## config.mk

```make
export PLATFORM = sky130hd
export DESIGN_NAME = binary_div_seq
export DESIGN_NICKNAME = d
export VERILOG_FILES = /design/src/rtl/binary_arith_pkg.sv /design/src/rtl/div_trial_sub.sv /design/src/rtl/binary_div_seq.sv
export SDC_FILE = /design/constraint.sdc
export NUM_CORES = 1
export LEC_CHECK = 0
export CAP_MARGIN = 20
export CORE_ASPECT_RATIO = 0.9
export CORE_MARGIN = 2
export CORE_UTILIZATION = 56
export DETAILED_ROUTE_END_ITERATION = 10
export GPL_TIMING_DRIVEN = 0
export PLACE_DENSITY = 0.83
export SYNTH_ARGS = -nofsm -noshare
export SYNTH_HDL_FRONTEND = slang
export SYNTH_SLANG_ARGS = --single-unit
export TNS_END_PERCENT = 1
```

## constraint.sdc

```tcl
create_clock -name clk -period 5.3 [get_ports clk]
set_input_delay 1.325 -clock clk [delete_from_list [all_inputs] [get_ports clk]]
set_output_delay 1.325 -clock clk [all_outputs]
set_load 0.005 [all_outputs]
```

## src/rtl/binary_arith_pkg.sv

```systemverilog
// ---------------------------------------------------------------------------
// binary_arith_pkg
// Shared definitions for the sequential binary arithmetic blocks.
//   DIV_WIDTH_DEFAULT : default operand width of the divider
//   div_state_e       : divider control states (IDLE, CALC, DONE)
// ---------------------------------------------------------------------------
package binary_arith_pkg;

    localparam int DIV_WIDTH_DEFAULT = 4;

    typedef enum logic [1:0] {
        IDLE = 2'd0,
        CALC = 2'd1,
        DONE = 2'd2
    } div_state_e;

endpackage

```

## src/rtl/div_trial_sub.sv

```systemverilog
// ---------------------------------------------------------------------------
// div_trial_sub
// Combinational (WIDTH+1)-bit trial subtraction used by the restoring divider.
// It computes a - b as a + ~b + 1.
//   a      : minuend, WIDTH+1 bits (shifted partial remainder)
//   b      : subtrahend, WIDTH+1 bits (zero-extended divisor)
//   diff   : a - b, modulo 2^(WIDTH+1)
//   borrow : 1 when a < b (no carry out of the two's complement add)
// ---------------------------------------------------------------------------
module div_trial_sub #(
    parameter int WIDTH = 4
) (
    input  logic [WIDTH:0] a,
    input  logic [WIDTH:0] b,
    output logic [WIDTH:0] diff,
    output logic           borrow
);

    logic [WIDTH+1:0] sum;

    // An extra top bit catches the carry out; carry set means a >= b,
    // so the borrow is simply its inverse.
    always_comb begin
        sum    = {1'b0, a} + {1'b0, ~b} + {{(WIDTH + 1){1'b0}}, 1'b1};
        diff   = sum[WIDTH:0];
        borrow = ~sum[WIDTH+1];
    end

endmodule

```

## src/rtl/binary_div_seq.sv

```systemverilog
// ---------------------------------------------------------------------------
// binary_div_seq
// Sequential unsigned restoring divider, one quotient bit per clock.
//   clk, rst     : clock and synchronous active-high reset
//   start        : request a division (only looked at while idle)
//   dividend     : unsigned dividend, captured on the accepted start
//   divisor      : unsigned divisor, captured on the accepted start
//   busy         : high while a division is running (CALC and DONE)
//   done         : one-cycle pulse when quotient/remainder are fresh
//   quotient     : unsigned quotient (all ones on divide by zero)
//   remainder    : unsigned remainder (dividend on divide by zero)
//   div_by_zero  : last completed division had a zero divisor
// ---------------------------------------------------------------------------
module binary_div_seq
    import binary_arith_pkg::*;
#(
    parameter int WIDTH = DIV_WIDTH_DEFAULT
) (
    input  logic             clk,
    input  logic             rst,
    input  logic             start,
    input  logic [WIDTH-1:0] dividend,
    input  logic [WIDTH-1:0] divisor,
    output logic             busy,
    output logic             done,
    output logic [WIDTH-1:0] quotient,
    output logic [WIDTH-1:0] remainder,
    output logic             div_by_zero
);

    localparam int CNT_W = $clog2(WIDTH + 1);

    div_state_e       state_q, state_d;
    logic [CNT_W-1:0] cnt_q, cnt_d;
    logic [WIDTH:0]   rem_q, rem_d;
    logic [WIDTH-1:0] dq_q, dq_d;
    logic [WIDTH-1:0] dvs_q, dvs_d;
    logic             busy_q, busy_d;
    logic             done_q, done_d;
    logic [WIDTH-1:0] quotient_q, quotient_d;
    logic [WIDTH-1:0] remainder_q, remainder_d;
    logic             dbz_q, dbz_d;

    logic [WIDTH:0]   shifted;
    logic [WIDTH:0]   trial_diff;
    logic             trial_borrow;

    // dq_q starts as the dividend and doubles as the quotient shift
    // register: its MSB feeds the partial remainder while quotient bits
    // enter at the LSB, so after WIDTH steps it holds the quotient.
    assign shifted = (rem_q << 1) | {{WIDTH{1'b0}}, dq_q[WIDTH-1]};

    div_trial_sub #(
        .WIDTH (WIDTH)
    ) u_trial_sub (
        .a      (shifted),
        .b      ({1'b0, dvs_q}),
        .diff   (trial_diff),
        .borrow (trial_borrow)
    );

    // Next-state and datapath logic. The visible results are only
    // rewritten on the step that enters DONE, so they hold steady
    // through CALC and between divisions.
    always_comb begin
        state_d     = state_q;
        cnt_d       = cnt_q;
        rem_d       = rem_q;
        dq_d        = dq_q;
        dvs_d       = dvs_q;
        busy_d      = busy_q;
        done_d      = 1'b0;
        quotient_d  = quotient_q;
        remainder_d = remainder_q;
        dbz_d       = dbz_q;

        unique case (state_q)
            IDLE: begin
                busy_d = 1'b0;
                if (start) begin
                    busy_d = 1'b1;
                    if (divisor != '0) begin
                        state_d = CALC;
                        dq_d    = dividend;
                        dvs_d   = divisor;
                        rem_d   = '0;
                        cnt_d   = CNT_W'(WIDTH);
                    end else begin
                        // Divide by zero skips CALC and reports at once.
                        state_d     = DONE;
                        done_d      = 1'b1;
                        quotient_d  = '1;
                        remainder_d = dividend;
                        dbz_d       = 1'b1;
                    end
                end
            end

            CALC: begin
                rem_d = trial_borrow ? shifted : trial_diff;
                dq_d  = {dq_q[WIDTH-2:0], ~trial_borrow};
                cnt_d = cnt_q - CNT_W'(1);
                if (cnt_q == CNT_W'(1)) begin
                    state_d     = DONE;
                    done_d      = 1'b1;
                    quotient_d  = dq_d;
                    remainder_d = rem_d[WIDTH-1:0];
                    dbz_d       = 1'b0;
                end
            end

            DONE: begin
                state_d = IDLE;
                busy_d  = 1'b0;
            end

            default: begin
                state_d = IDLE;
                busy_d  = 1'b0;
            end
        endcase
    end

    // State register with synchronous reset; reset overrides start.
    always_ff @(posedge clk) begin
        if (rst) begin
            state_q     <= IDLE;
            cnt_q       <= '0;
            rem_q       <= '0;
            dq_q        <= '0;
            dvs_q       <= '0;
            busy_q      <= 1'b0;
            done_q      <= 1'b0;
            quotient_q  <= '0;
            remainder_q <= '0;
            dbz_q       <= 1'b0;
        end else begin
            state_q     <= state_d;
            cnt_q       <= cnt_d;
            rem_q       <= rem_d;
            dq_q        <= dq_d;
            dvs_q       <= dvs_d;
            busy_q      <= busy_d;
            done_q      <= done_d;
            quotient_q  <= quotient_d;
            remainder_q <= remainder_d;
            dbz_q       <= dbz_d;
        end
    end

    assign busy        = busy_q;
    assign done        = done_q;
    assign quotient    = quotient_q;
    assign remainder   = remainder_q;
    assign div_by_zero = dbz_q;

endmodule

```

==> results.yml, run 1 <==
status:
  outcome: "finished, final reports clean"
worst_setup_path:
  cp_cell_sequence: "clkdlybuf4s50_1 > nor4_1 > a22oi_1 > nor2_1 > buf_4 > nor2_1 > a311oi_1"
  r2r-end: "remainder[3]"
  cp.arrival_ns: 3.15
  slowest_delay_ns: 0.45
  path_max_fanout: 10
  r2r_slack_ns: 3.22
  cp-start-kind: "input pin"
  slowest_stage: "clkdlybuf4s50_1"
  r2r_start: "dvs_q[1]"
  reg2reg_depth: 7
  worstPathRequired_ns: 5.54
  crit_top_cell: "nor2_1"
  critical_path_class: "in2reg"
  timing.critical_path.to_type: "flip-flop"
grt:
  antenna_found_initial: 0
  grt_usage_pct: 23.9
  grt_overflow: 0
  grt_max_degree: 16
  first_global_vias: 1183
  grt_pass1_wl_mm: 5.30
sta:
  hold_viol: 0
  worstMarginPinSlew_ns: 0.603
  slew_viol_final: 0
  tns_ns: 0
  clock.fmax_mhz: 343
  period_share_pct: 55.0
  setup_viol: 0
  rsz0062_at_grt: "false"
  min_period_ns: 2.91
  finClkSkew_ns: 0.00873
  slew_headroom_pct: 59.6
drt:
  drtIter0Drc: 35
  viasPerCell: 5.95
  wl_mm: 3.04
  drcViolationCount: 0
  drtAntennaViolNets: 0
  first_pass_iters: 4
  vias: 1189
  routedWlPerCell_um: 15.2
final_layout:
  area_growth_pct: 20.1
  stdcell_count: 200
  fin_nets: 192
  final.fill_count: 174
  n_antenna_cell: 0
  layout-drive-gt1-share_pct: 13.9
floorplanning:
  rows: 16
  start_util_pct: 60.5
  io_pins: 22
  coreArea_um2: 2220
  die-area_um2: 2810
  fp.dieH_um: 50.5
  die_w_um: 55.6
clock_tree:
  cts_buffers: 3
  cts_buffer_depth: 2
  clk_pin_slew_worst_paths_ns: 0.14
  cts_tree: "yes"
  clkLatencyLatePin_ns: 0.33
  ctsResizeCount: 0
  cts.sinks: 28
  cts-root-buf: "clkbuf_4"
  cts_setup_buffers: 0
  holdBufCountCts: 0
  htree_levels: 1
logic_synthesis:
  ys.flop_type: "dfxtp_1"
  syn_nets: 167
  async_flop_share_pct: 0
  synth_edf_count: 0
  ys_ff_latch: 28
  synth_warnings: 0
  synth_cell_type_count: 37
  synth.avg_cell_area_um2: 9.02
  synthCells: 149
  syn_area_um2: 1340
  yosysSeqAreaShare_pct: 41.7
placed_design:
  dp_hpwl_mm: 2.26
  numPortBuffers: 20
  gp_congestion: 0.813
  dp.cells: 196
power_and_ir_drop:
  max-vdd-ir-drop_mv: 0.290
  power.density_nw_per_um2: 285
  leakage_nw: 0.610
flow_run:
  max_cap_violations: 0
min_path:
  hold_class: "reg2reg"
  hold_start: "rem_q[3]"
  hold_end: "rem_q[3]"
  whs_path_depth: 2
kinds of logic after synthesis:
| group | Yosys count | share of synthesized area [%] |
|---|---|---|
| buf+inv | 14 | 6.80 |
| fa+ha+maj | 7 | 7.08 |
| compound gates | 34 | 18.9 |
| mux | 4 | 2.98 |
| flops | 28 | 41.7 |
| xor+xnor | 1 | 0.652 |
| simple gates | 61 | 21.9 |
per-stage QoR:
step           setup WS, ns  cell area (um2)  total power, mW  hold WS [ns]  util, %
2_1_floorplan          2.79             1340            0.320         0.446        -
3_3_place_gp           2.21             1580            0.353         0.461     71.0
3_5_place_dp           2.13             1580            0.358         0.473     71.0
4_1_cts                2.40             1610            0.460         0.492     72.6
5_1_grt                2.29             1610            0.485         0.509     72.6
6_report               2.39             1610            0.460         0.487     72.6
per-layer routing:
| layer | track usage [%] | part of all wire (%) | up-vias |
|---|---|---|---|
| met4 | 2.03 | 0.39 | 0 |
| met3 | 6.19 | 5.6 | 2 |
| met2 | 44.0 | 51 | 35 |
| met1 | 29.2 | 43 | 578 |
| li1 | - | - | 574 |
| met5 | 0 | 0 | - |
synth_stat cells (2+ instances only):
cell       n  share of area [%]
a211oi_1   2                1.1
a21oi_1    4                1.5
a21oi_2    6                3.9
a311oi_1   8                5.2
buf_6      4                3.4
dfxtp_1   28                 42
ha_1       6                5.6
inv_1      7                2.0
mux2i_1    4                3.0
nand2_1   11                3.1
nand2_2    4                1.9
nand2b_1   3                1.4
nor2_1    26                7.3
nor2b_1    3                1.4
nor3_1     7                2.6
o211ai_1   2                1.1
o21ai_0    4                1.5
flip-flops by register name (all words and copies together) (netlist names):
signal and flops:
busy 1, quotient 4, div_by_zero 1, rem_q 4, remainder 4, cnt_q 3, state_q 2, done 1
dq_q 4, dvs_q 4
worst max path at each step:
stage                     startpoint            to  cells past startpoint
final                     divisor[1]  remainder[3]                      7
after global routing      divisor[1]  remainder[3]                      7
after CTS                 divisor[1]  remainder[3]                      7
after detailed placement  divisor[1]  remainder[3]                      7
after global placement    divisor[0]  remainder[3]                      7
after floorplan           divisor[0]       dq_q[0]                      6
worst max-delay path: cells and delay by family:
kind	cells	cell delay, ns
buffers and inverters	2	0.69
AOI/OAI and AO/OA	2	0.44
and+or+nand+nor	3	0.69
layout make-up:
class	instances	area (um2)	share of cell area (%)
Multi-Input combinational cell	107	692	42.9
Timing Repair Buffer	20	200	12.4
Buffer	7	65.1	4.03
Inverter	7	26.3	1.63
Sequential cell	28	561	34.7
Tap cell	27	33.8	2.09
Clock buffer	4	36.3	2.25
cell usage in the layout (no fill, tap or decap), types with 2 or more instances in the layout:
cell type         n
ha_1              6
nand2b_1          3
a21oi_2           6
clkdlybuf4s50_1  20
o211ai_1          2
nor3_1            7
o21ai_0           4
mux2i_1           4
nor2b_1           3
a311oi_1          8
nand2_2           4
clkbuf_4          3
inv_1             7
buf_6             4
dfxtp_1          28
nor2_1           26
nand2_1          11
a211oi_1          2
a21oi_1           4
power by group:
| part | internal [mW] | switching [mW] |
|---|---|---|
| logic | 0.0535 | 0.0615 |
| clock network | 0.0421 | 0.0631 |
| registers | 0.227 | 0.0135 |
| total | 0.322 | 0.138 |
Note: power is estimated with default switching activity, not from simulation.
==> inputs of run 2 (changes only) <==
--- a/config.mk
+++ b/config.mk
@@ -8,10 +8,10 @@
 export CAP_MARGIN = 20
 export CORE_ASPECT_RATIO = 0.9
 export CORE_MARGIN = 2
-export CORE_UTILIZATION = 56
+export CORE_UTILIZATION = 52
 export DETAILED_ROUTE_END_ITERATION = 10
 export GPL_TIMING_DRIVEN = 0
-export PLACE_DENSITY = 0.83
+export PLACE_DENSITY = 0.78
 export SYNTH_ARGS = -nofsm -noshare
 export SYNTH_HDL_FRONTEND = slang
 export SYNTH_SLANG_ARGS = --single-unit
==> constraint.sdc (replaced) <==
create_clock -name clk -period 2.85 [get_ports clk]
set_input_delay 0.7125 -clock clk [delete_from_list [all_inputs] [get_ports clk]]
set_output_delay 0.7125 -clock clk [all_outputs]
set_load 0.005 [all_outputs]
==> run 2 against run 1 <==
Against the previous run:
- critical path depth is the same
- via count shrank 4.2%
- global-route usage fell by 2.7 points
- critical endpoint unchanged
- sequential power is 85% higher
==> results.yml, run 2 (synthesis results as in run 1) <==
drt:
  wl_mm: 2.88
  first_pass_iters: 4
  drtIter0Drc: 19
  drcViolationCount: 0
  viasPerCell: 5.67
  drtAntennaViolNets: 0
  vias: 1139
  routedWlPerCell_um: 14.3
sta:
  worstMarginPinSlew_ns: 0.562
  tns_ns: 0
  min_period_ns: 2.15
  slew_headroom_pct: 62.4
  rsz0062_at_grt: "false"
  setup_viol: 0
  slew_viol_final: 0
  clock.fmax_mhz: 465
  period_share_pct: 75.5
  hold_viol: 0
  finClkSkew_ns: 0.00164
floorplanning:
  io_pins: 22
  die-area_um2: 3010
  fp.dieH_um: 52.2
  die_w_um: 57.6
  start_util_pct: 54.9
  coreArea_um2: 2450
  rows: 17
worst_setup_path:
  critical_path_class: "in2reg"
  cp.arrival_ns: 2.41
  cp-start-kind: "input pin"
  worstPathRequired_ns: 3.11
  path_max_fanout: 10
  slowest_stage: "clkdlybuf4s50_1"
  timing.critical_path.to_type: "flip-flop"
  crit_top_cell: "nor2_1"
  cp_cell_sequence: "clkdlybuf4s50_1 > nor4_1 > a22oi_1 > nor2_1 > buf_4 > nor2_1 > a311oi_1"
  slowest_delay_ns: 0.45
clock_tree:
  cts.sinks: 28
  ctsResizeCount: 0
  cts-root-buf: "clkbuf_4"
  clk_pin_slew_worst_paths_ns: 0.16
  cts_buffer_depth: 2
  htree_levels: 1
  holdBufCountCts: 0
  cts_buffers: 3
  cts_tree: "yes"
  clkLatencyLatePin_ns: 0.33
  cts_setup_buffers: 0
final_layout:
  fin_nets: 192
  final_cell_mix: "28 x dfxtp_1, 26 x nor2_1, 20 x clkdlybuf4s50_1"
  final_common_cell: "dfxtp_1"
  n_antenna_cell: 0
  area_growth_pct: 21.4
  layout-drive-gt1-share_pct: 13.9
  final.fill_count: 198
power_and_ir_drop:
  leakage_nw: 0.617
  power.density_nw_per_um2: 567
  max-vdd-ir-drop_mv: 0.503
  power_mw: 0.925
grt:
  first_global_vias: 1070
  grt_usage_pct: 21.3
  antenna_found_initial: 0
  grt_max_degree: 17
  grt_overflow: 0
  grt_pass1_wl_mm: 4.89
placed_design:
  gp_congestion: 0.817
  dp_hpwl_mm: 2.24
  numPortBuffers: 20
min_path:
  hold_class: "reg2reg"
status:
  outcome: "finished, final reports clean"
flow_run:
  max_cap_violations: 0
## run 2: cell types whose count changed in the layout (fill, tap and decap cells not counted)
cell	change
bufinv_16	+1
clkbuf_8	-1
## run 2: critical path: cells and delay by family
family	cells	cell delay [ns]
AND/OR/NAND/NOR	3	0.64
AO/OA/AOI/OAI	2	0.38
buffers and inverters	2	0.68
## run 2: stage by stage
step	hold slack [ns]	cells	worst slack (ns)	cell area, um2	util [%]
floorplan	0.446	149	0.957	1340	-
global placement	0.460	197	0.319	1580	64.6
detailed placement	0.469	197	0.319	1580	64.6
CTS	0.497	201	0.677	1630	66.7
global route	0.510	201	0.593	1630	66.7
finish	0.495	201	0.699	1630	66.7
## run 2: metal layers
metal | share of wire (%) | wire (um) | track usage [%]
met5 | 0 | 0 | 0
met4 | 0.59 | 17 | 5.81
met3 | 4.7 | 135 | 4.44
met2 | 48 | 1380 | 35.6
met1 | 47 | 1340 | 27.8
## run 2: path summary, 6_finish.rpt
check	startpoint	end	slack (ns)	depth (start not counted)
setup / recovery	divisor[1]	remainder[3]	0.70	7
hold / removal	rem_q[3]	rem_q[3]	0.50	2
setup reg to reg	rem_q[0]	remainder[3]	0.81	6
hold reg to reg	rem_q[3]	rem_q[3]	0.50	2
## run 2: area by class of cell
| class | instances | area [um2] | share of cell area, % |
|---|---|---|---|
| Clock inverter | 1 | 30.0 | 1.84 |
| Inverter | 7 | 26.3 | 1.61 |
| Buffer | 7 | 65.1 | 3.99 |
| Timing Repair Buffer | 20 | 200 | 12.3 |
| Clock buffer | 3 | 22.5 | 1.38 |
| Sequential cell | 28 | 561 | 34.4 |
| Tap cell | 28 | 35.0 | 2.15 |
| Multi-Input combinational cell | 107 | 692 | 42.4 |
## run 2: power by group
part	total (mW)	internal (mW)	switching [mW]
Sequential	0.445	0.422	0.0235
Clock	0.267	0.142	0.124
Combinational	0.213	0.0996	0.113
==> inputs of run 3 (changes only) <==
--- a/config.mk
+++ b/config.mk
@@ -8,10 +8,10 @@
 export CAP_MARGIN = 20
 export CORE_ASPECT_RATIO = 0.9
 export CORE_MARGIN = 2
-export CORE_UTILIZATION = 52
+export CORE_UTILIZATION = 47
 export DETAILED_ROUTE_END_ITERATION = 10
 export GPL_TIMING_DRIVEN = 0
-export PLACE_DENSITY = 0.78
+export PLACE_DENSITY = 0.74
 export SYNTH_ARGS = -nofsm -noshare
 export SYNTH_HDL_FRONTEND = slang
 export SYNTH_SLANG_ARGS = --single-unit
==> constraint.sdc (replaced) <==
create_clock -name clk -period 1.91 [get_ports clk]
set_input_delay 0.4775 -clock clk [delete_from_list [all_inputs] [get_ports clk]]
set_output_delay 0.4775 -clock clk [all_outputs]
set_load 0.005 [all_outputs]
==> run 3 against run 2 <==
Against the previous run:
- power grew 54%
- clock skew is 0.017 ns higher
- first-iteration DRC count rose to 3.4 times the previous value
- critical path depth unchanged
- die area is 9.8% higher
- cell area rose by 4.8%
- register-to-register slack worse by 0.75 ns
- combinational power up 69%
- critical path type unchanged
- critical endpoint is now rem_q[1]
- largest cell class unchanged
- highest routed layer unchanged
==> results.yml, run 3 (synthesis results as in run 1) <==
status:
  outcome: "finished, final reports clean"
worst_setup_path:
  slowest_delay_ns: 0.58
  worstPathRequired_ns: 2.18
  slowest_stage: "or4_4"
  cp-start-kind: "input pin"
  cp_cell_sequence: "clkdlybuf4s50_1 > or4_4 > a21oi_4 > or2_1 > buf_6 > nand2_2 > a21oi_2"
  critical_path_class: "in2reg"
  cp.arrival_ns: 2.15
  path_max_fanout: 7
  timing.critical_path.to_type: "flip-flop"
floorplanning:
  die_w_um: 60.4
  start_util_pct: 49.3
  coreArea_um2: 2730
  io_pins: 22
  die-area_um2: 3300
  fp.dieH_um: 54.7
  rows: 18
power_and_ir_drop:
  leakage_nw: 0.629
  seqPwrFrac_pct: 46.8
  power_mw: 1.43
  power.switching_mw: 0.413
  max-vdd-ir-drop_mv: 0.899
  power_frac_comb_pct: 25.2
  power.density_nw_per_um2: 835
  pwr-share-clk_pct: 28.0
  power.share.switching_pct: 28.9
  internal-power_mw: 1.01
final_layout:
  area_growth_pct: 27.2
  final_cell_mix: "26 x dfxtp_1, 24 x nor2_1, 20 x clkdlybuf4s50_1"
  final_common_cell: "dfxtp_1"
  n_antenna_cell: 0
  layout-drive-gt1-share_pct: 19.0
  fin_nets: 193
  fin_util_pct: 62.7
drt:
  drcViolationCount: 0
  first_pass_iters: 4
  drtAntennaViolNets: 0
  viasPerCell: 5.22
  drtIter0Drc: 65
  wl_mm: 3.00
  routedWlPerCell_um: 14.0
  vias: 1118
sta:
  finClkSkew_ns: 0.0183
  tns_ns: 0
  hold_viol: 0
  setup_viol: 0
  worstMarginPinSlew_ns: 0.571
  hold_slack_ns: 0.314
  clock.fmax_mhz: 532
  period_share_pct: 98.3
  min_period_ns: 1.88
  slew_viol_final: 0
  rsz0062_at_grt: "true"
  slew_headroom_pct: 61.9
grt:
  antenna_found_initial: 0
  grt_overflow: 0
  grt_usage_pct: 19.8
  grt_max_degree: 17
  grt_pass1_wl_mm: 4.76
  first_global_vias: 1048
clock_tree:
  cts_buffers: 3
  clkLatencyLatePin_ns: 0.35
  cts_buffer_depth: 2
  htree_levels: 1
  clk_pin_slew_worst_paths_ns: 0.17
  cts.sinks: 28
  cts-root-buf: "clkbuf_4"
  cts_tree: "yes"
placed_design:
  numPortBuffers: 20
  dp_hpwl_mm: 2.23
  gp_congestion: 0.797
flow_run:
  max_cap_violations: 0
min_path:
  hold_class: "in2reg"
==> run 3: cell types whose count changed in the layout (fill, tap and decap cells not counted), sizes merged <==
cell / before / now
buf: 5 / 6
==> run 3: per-layer routing <==
layer | vias up | global-route usage (%) | wire length (um)
met4 | 0 | 5.56 | 21
li1 | 571 | - | -
met3 | 4 | 4.73 | 135
met5 | - | 0 | 0
met1 | 526 | 24.9 | 1340
met2 | 17 | 33.9 | 1500
==> run 3: what timing repair did <==
item / CTS / global route
resized for setup: 3 / 10
hold buffers: 0 / 0
buffers inserted: 0 / 1
pin swaps: 0 / 4
setup endpoints to repair: 3 / 14
==> run 3: path summary, 6_finish.rpt <==
| kind | from | to | slack [ns] | depth (start not counted) |
|---|---|---|---|---|
| max | divisor[1] | rem_q[1] | 0.03 | 7 |
| min | rst | dq_q[3] | 0.31 | 2 |
| max reg2reg | dvs_q[1] | remainder[0] | 0.06 | 7 |
| min reg2reg | rem_q[3] | rem_q[3] | 0.50 | 2 |
==> run 3: per-stage QoR <==
stage	instances	instance area [um2]	setup WS, ns
2_1_floorplan	149	1340	0.0631
3_3_place_gp	209	1590	-0.379
3_5_place_dp	209	1590	-0.390
4_1_cts	213	1660	-0.0220
5_1_grt	214	1710	-0.0507
6_report	214	1710	0.0316
==> run 3: worst max-delay path, delay by kind of cell <==
family | cells | cell delay, ns
simple gates | 3 | 0.78
compound gates | 2 | 0.31
buf+inv | 2 | 0.59
==> run 3: cell type report <==
class	count	area (um2)
fill	241	1020
multi-input combinational	107	744
sequential	28	563
timing repair buffer	21	208
buffer	7	65.1
tap	40	50.0
clock inverter	1	30.0
inverter	7	26.3
clock buffer	3	22.5
==> run 3: power by group through the flow <==
stage          logic (mW)  clock network, mW  registers [mW]
3_5_place_dp        0.316                  0           0.677
5_1_grt             0.402              0.435           0.674
6_report            0.360              0.399           0.667
3_3_place_gp        0.302                  0           0.675
2_1_floorplan       0.218                  0           0.670
4_1_cts             0.320              0.408           0.666
